### src/rtl/gray_track_rx_pkg.sv
// Shared encodings for the Gray-code receive path: step classes and tracker states.
package gray_track_rx_pkg;

    typedef enum logic [1:0] {
        DIR_HOLD = 2'b00,
        DIR_UP   = 2'b01,
        DIR_DOWN = 2'b10,
        DIR_ERR  = 2'b11
    } dir_e;

    typedef enum logic {
        ST_INIT  = 1'b0,
        ST_TRACK = 1'b1
    } state_e;

endpackage

### src/rtl/gray_track_rx_gray2bin.sv
// Purely combinational Gray-to-binary decode; each binary bit is the XOR of all Gray bits at or above it.
module gray_track_rx_gray2bin #(
    parameter int unsigned W = 3
) (
    input  logic [W-1:0] gray_i,
    output logic [W-1:0] bin_o
);

    for (genvar i = 0; i < W; i++) begin : g_bit
        assign bin_o[i] = ^gray_i[W-1:i];
    end

endmodule

### src/rtl/gray_track_rx.sv
// Gray-code sample tracker: decodes each accepted sample, classifies the step against the
// previous one, and keeps a wrapping position counter plus a saturating illegal-step counter.
module gray_track_rx
    import gray_track_rx_pkg::*;
#(
    parameter int unsigned W     = 3,
    parameter int unsigned POS_W = 16,
    parameter int unsigned ERR_W = 8
) (
    input  logic             clk_i,
    input  logic             rst_n_i,
    input  logic             clr_i,
    input  logic             in_valid_i,
    output logic             in_ready_o,
    input  logic [W-1:0]     in_gray_i,
    output logic             out_valid_o,
    input  logic             out_ready_i,
    output logic [W-1:0]     out_bin_o,
    output logic [1:0]       out_dir_o,
    output logic [POS_W-1:0] pos_o,
    output logic [ERR_W-1:0] err_cnt_o,
    output logic             err_pulse_o
);

    // state    | meaning
    // ST_INIT  | no reference sample; next accepted sample is HOLD and becomes reference
    // ST_TRACK | prev_q holds the reference; steps are classified against it

    state_e           state_q, state_d;
    logic [W-1:0]     prev_q, prev_d;
    logic             out_valid_q, out_valid_d;
    logic [W-1:0]     out_bin_q, out_bin_d;
    dir_e             out_dir_q, out_dir_d;
    logic [POS_W-1:0] pos_q, pos_d;
    logic [ERR_W-1:0] err_q, err_d;
    logic             err_pulse_q, err_pulse_d;

    logic             accept;
    logic [W-1:0]     bin;
    logic [W-1:0]     delta;
    dir_e             dir;

    gray_track_rx_gray2bin #(.W(W)) u_gray2bin (
        .gray_i (in_gray_i),
        .bin_o  (bin)
    );

    assign in_ready_o = !out_valid_q || out_ready_i;
    assign accept     = in_valid_i && in_ready_o;
    assign delta      = bin - prev_q;

    always_ff @(posedge clk_i) begin
        if (!rst_n_i) begin
            state_q <= ST_INIT;
        end else begin
            state_q <= state_d;
        end
    end

    always_comb begin
        state_d = state_q;
        if (clr_i) begin
            state_d = ST_INIT;
        end
        if (accept) begin
            state_d = ST_TRACK;
        end
    end

    // A clr in the same cycle as an accept forces the sample to be treated as the new reference.
    always_comb begin
        dir = DIR_HOLD;
        if (!clr_i && state_q == ST_TRACK) begin
            if (delta == '0) begin
                dir = DIR_HOLD;
            end else if (delta == W'(1)) begin
                dir = DIR_UP;
            end else if (delta == '1) begin
                dir = DIR_DOWN;
            end else begin
                dir = DIR_ERR;
            end
        end

        prev_d      = prev_q;
        out_bin_d   = out_bin_q;
        out_dir_d   = out_dir_q;
        pos_d       = clr_i ? '0 : pos_q;
        err_d       = clr_i ? '0 : err_q;
        err_pulse_d = 1'b0;
        out_valid_d = out_valid_q && !out_ready_i;

        if (accept) begin
            prev_d      = bin;
            out_bin_d   = bin;
            out_dir_d   = dir;
            out_valid_d = 1'b1;
            case (dir)
                DIR_UP:   pos_d = pos_q + POS_W'(1);
                DIR_DOWN: pos_d = pos_q - POS_W'(1);
                DIR_ERR: begin
                    err_pulse_d = 1'b1;
                    if (err_q != '1) begin
                        err_d = err_q + ERR_W'(1);
                    end
                end
                default: ;
            endcase
        end
    end

    always_ff @(posedge clk_i) begin
        if (!rst_n_i) begin
            prev_q      <= '0;
            out_valid_q <= 1'b0;
            out_bin_q   <= '0;
            out_dir_q   <= DIR_HOLD;
            pos_q       <= '0;
            err_q       <= '0;
            err_pulse_q <= 1'b0;
        end else begin
            prev_q      <= prev_d;
            out_valid_q <= out_valid_d;
            out_bin_q   <= out_bin_d;
            out_dir_q   <= out_dir_d;
            pos_q       <= pos_d;
            err_q       <= err_d;
            err_pulse_q <= err_pulse_d;
        end
    end

    assign out_valid_o = out_valid_q;
    assign out_bin_o   = out_bin_q;
    assign out_dir_o   = out_dir_q;
    assign pos_o       = pos_q;
    assign err_cnt_o   = err_q;
    assign err_pulse_o = err_pulse_q;

endmodule

### config.mk
export PLATFORM = sky130hd
export DESIGN_NAME = gray_track_rx
export DESIGN_NICKNAME = d
export VERILOG_FILES = /design/src/rtl/gray_track_rx_pkg.sv /design/src/rtl/gray_track_rx_gray2bin.sv /design/src/rtl/gray_track_rx.sv
export SDC_FILE = /design/constraint.sdc
export NUM_CORES = 1
export LEC_CHECK = 0
export BUFFER_PORTS_ARGS = -buffer_cell sky130_fd_sc_hd__buf_2
export CAP_MARGIN = 10
export CORE_AREA = 5 5 68 70
export CTS_CLUSTER_SIZE = 25
export DETAILED_ROUTE_END_ITERATION = 16
export DIE_AREA = 0 0 73 75
export PLACE_DENSITY = 0.78
export SLEW_MARGIN = 20
export SYNTH_ARGS = -nofsm -noshare
export SYNTH_HDL_FRONTEND = slang
export SYNTH_SLANG_ARGS = --single-unit
### constraint.sdc
create_clock -name clk_i -period 5.15 [get_ports clk_i]
set_clock_uncertainty 0.15 [all_clocks]
set_input_delay 0.515 -clock clk_i [delete_from_list [all_inputs] [get_ports clk_i]]
set_output_delay 0.515 -clock clk_i [all_outputs]
set_load 0.05 [all_outputs]
==> impl_metrics.yaml <==
synth:
  synth_top_family_by_area: "compound AO/OA/AOI/OAI gates"
  yosysWarnings: 0
  ys_async_sr_fraction_pct: 0
  seq_area_frac_synth_pct: 30.8
  ys_seq_elements: 32
  syn_inst: 253
  yosys.area_share.simple_pct: 22.8
  synth_compound_area_share_pct: 23.1
  ys_types: 50
  muxShareOfSynthArea_pct: 1.45
  synth_nets: 281
  synthAdderAreaFrac_pct: 12.8
  synth_flop_cell: "dfxtp_1"
  synth_xor_area_share_pct: 6.33
  synth_edf_count: 0
  synth_area_mm2: 0.00208
  syn_area_per_cell_um2: 8.21
critical_path:
  r2r_end: "pos_o[12]$_SDFF_PN0_"
  worstSetupStartpointType: "input port"
  r2r-start: "out_bin_o[0]$_SDFFE_PN0P_"
  cp_max_fo: 8
  endpoint_kind: "flip-flop"
  crit_chain: "buf_2, xor2_1, xnor2_1, ha_1, inv_1, fa_1, xor2_1, xnor2_1, and3b_1, or3_4, ha_1, fa_1, a21oi_1, o21ai_1, o2111ai_1, a21oi_1, or3_1, a32o_1"
  path_buf_inv: 2
  critPathRequiredTime_ps: 5190
  crit_arrival_ps: 4740
  crit_family: "adder cells"
  worstSetupPathType: "input port to flip-flop"
  critPathMaxStageDelay_ps: 480
  reg2reg_setup_slack_ps: 970
  cpMaxStageDelayCell: "fa_1"
  rr_worst_depth: 15
sta:
  setup_tns_ps: 0
  fmax_mhz: 213
  fin_crit_sh_pct: 91.2
  setup_violations: 0
  final_max_slew_viol_count: 0
  final-hold-violation-count: 0
  rsz0062_at_grt: "no"
  period_needed_ps: 4700
  tightest_slew_ps: 694
  relSlewSlack_pct: 53.5
  finalWorstSetupSlack_ps: 453
  holdWs_ps: 310
floorplanning:
  num_io_pins: 40
  dieArea_mm2: 0.00548
  dieHeight_um: 75
  num_rows: 23
  core_mm2: 0.00391
  dieWidth_um: 73
  initial_core_util_pct: 53.1
cells_and_area:
  n_antenna_cell: 0
  final_common_cell: "buf_2"
  nets: 323
  areaGrowthSynthToFinish_pct: 16.3
  finalInstanceArea_mm2: 0.00242
  drive_gt1_share_pct: 20.3
  final_cell_count_no_fill: 346
  layout_common_cells: "buf_2, a21oi_1, dfxtp_1"
power:
  power_frac_seq_pct: 46.0
  pwr_density_cell_mw_per_mm2: 230
  p_leak_nw: 1.15
  p_switching_w: 0.000175
  peakVddDrop_mv: 0.128
  power.internal_w: 0.000381
  p_clk_share_pct: 36.4
  comb_power_share_pct: 17.6
  swShare_pct: 31.5
cts:
  cts_buffer_depth: 2
  cts_tree: "done"
  cts_buffers: 5
  clk_pin_slew_ps: 80
  clk_latency_ps: 290
  post_cts_buffers: 0
  htreeDepth: 2
  cts-root-buf: "clkbuf_8"
  cts.sinks: 32
  cts_resized: 0
  ctsHoldBuffers: 0
global_route:
  grt_pass1_vias: 1851
  track_usage_pct: 18.6
  antenna_found_initial: 0
  grt_overflow_total: 0
  grt_pass1_wl_um: 8070
  grt_max_degree: 22
hold_path:
  hold_end: "out_dir_o[1]$_SDFFE_PN0P_"
  min_path_cells: 2
  min_from: "out_dir_o[1]$_SDFFE_PN0P_"
  hold_class: "flip-flop to flip-flop"
drt:
  drc: 0
  wl_um: 4770
  dr.first_iter.drc_count: 82
  final_antenna_net_count: 0
  drt_pass1_iterations: 4
  wl_per_cell_um: 13.8
  vias: 1934
  via_per_inst: 5.59
place:
  place_area_mm2: 0.00232
  hpwlAfterDp_um: 3520
  gp_congestion: 0.868
  place_ws_ps: 188
  portBuffers: 39
  dp_cells: 338
run:
  drv_cap: 0
run_status:
  status: "completed"
## Yosys cell counts (2+ instances only)
master / count / area, µm²
nor2_1: 24 / 90.1
ha_1: 18 / 225
o21ai_1: 13 / 65.1
nand3_1: 8 / 40.0
a21oi_2: 2 / 17.5
nor3_1: 6 / 30.0
xor2_1: 8 / 70.1
xnor2_1: 7 / 61.3
clkbuf_1: 5 / 18.8
dfxtp_1: 32 / 641
fa_1: 2 / 40.0
mux2i_1: 3 / 30.0
nor3b_1: 6 / 45.0
a211oi_1: 3 / 22.5
or2_2: 2 / 12.5
o211ai_1: 2 / 15.0
and3_1: 4 / 25.0
and2_1: 3 / 18.8
a21o_1: 6 / 45.0
inv_1: 7 / 26.3
a21oi_1: 33 / 165
nand2b_1: 5 / 31.3
a31oi_1: 4 / 25.0
o21ai_0: 4 / 20.0
nand2_1: 21 / 78.8
## worst max-delay path by stage
stage                       from  cells past startpoint              endpoint  slack (ps)
global route        in_gray_i[2]                     18  pos_o[12]$_SDFF_PN0_         150
CTS                 in_gray_i[2]                     18  pos_o[12]$_SDFF_PN0_         470
finish              in_gray_i[2]                     18  pos_o[12]$_SDFF_PN0_         450
global placement    in_gray_i[2]                     18  pos_o[12]$_SDFF_PN0_         350
detailed placement  in_gray_i[2]                     18  pos_o[12]$_SDFF_PN0_         190
floorplan           in_gray_i[2]                     17  pos_o[12]$_SDFF_PN0_         490
## cell type report
cell class / instances / area (µm²)
Clock buffer: 5 / 68.8
Clock inverter: 3 / 23.8
Fill cell: 352 / 1500
Inverter: 8 / 30.0
Multi-Input combinational cell: 207 / 1380
Sequential cell: 32 / 641
Tap cell: 50 / 62.6
Timing Repair Buffer: 41 / 210
## per-stage QoR
stage | total power (W) | utilization [%]
4_1_cts | 0.000563 | 61.7
5_1_grt | 0.000583 | 61.7
2_1_floorplan | 0.000336 | -
6_report | 0.000556 | 61.7
3_3_place_gp | 0.000356 | 59.4
3_5_place_dp | 0.000358 | 59.4
## logic make-up (layout without fill, tap and decap cells)
kind of cell | Yosys count | count (layout)
AO/OA/AOI/OAI | 79 | 79
XOR/XNOR | 15 | 15
adder cells (fa/ha/maj) | 20 | 20
buffers and inverters | 14 | 57
flip-flops | 32 | 32
multiplexers | 3 | 3
AND/OR/NAND/NOR | 90 | 90
## routing by layer
layer	vias to the layer above	wire (µm)	global-route usage, %
li1	1001	-	-
met1	888	2210	22.9
met2	37	2250	30.5
met3	8	246	4.94
met4	0	61	8.20
met5	-	0	0
## power by group through the flow
stage	clock network, W	logic, W	registers, W
6_report	0.000202	0.0000979	0.000256
5_1_grt	0.000219	0.000108	0.000256
4_1_cts	0.000208	0.0000985	0.000256
3_5_place_dp	0	0.0000969	0.000261
3_3_place_gp	0	0.0000945	0.000261
2_1_floorplan	0	0.0000594	0.000276
## state kept, by name, summed over array words and instances, names as in the netlist
signal	cells
pos_o	16
out_bin_o	3
out_valid_o	1
state_q	1
err_pulse_o	1
out_dir_o	2
err_cnt_o	8
## worst min-delay path, cell delays in order, from the launching register on
cell,delay [ps]
dfxtp_1,310
nand2_1,50
a21oi_1,50
(Power assumes the default switching activity.)
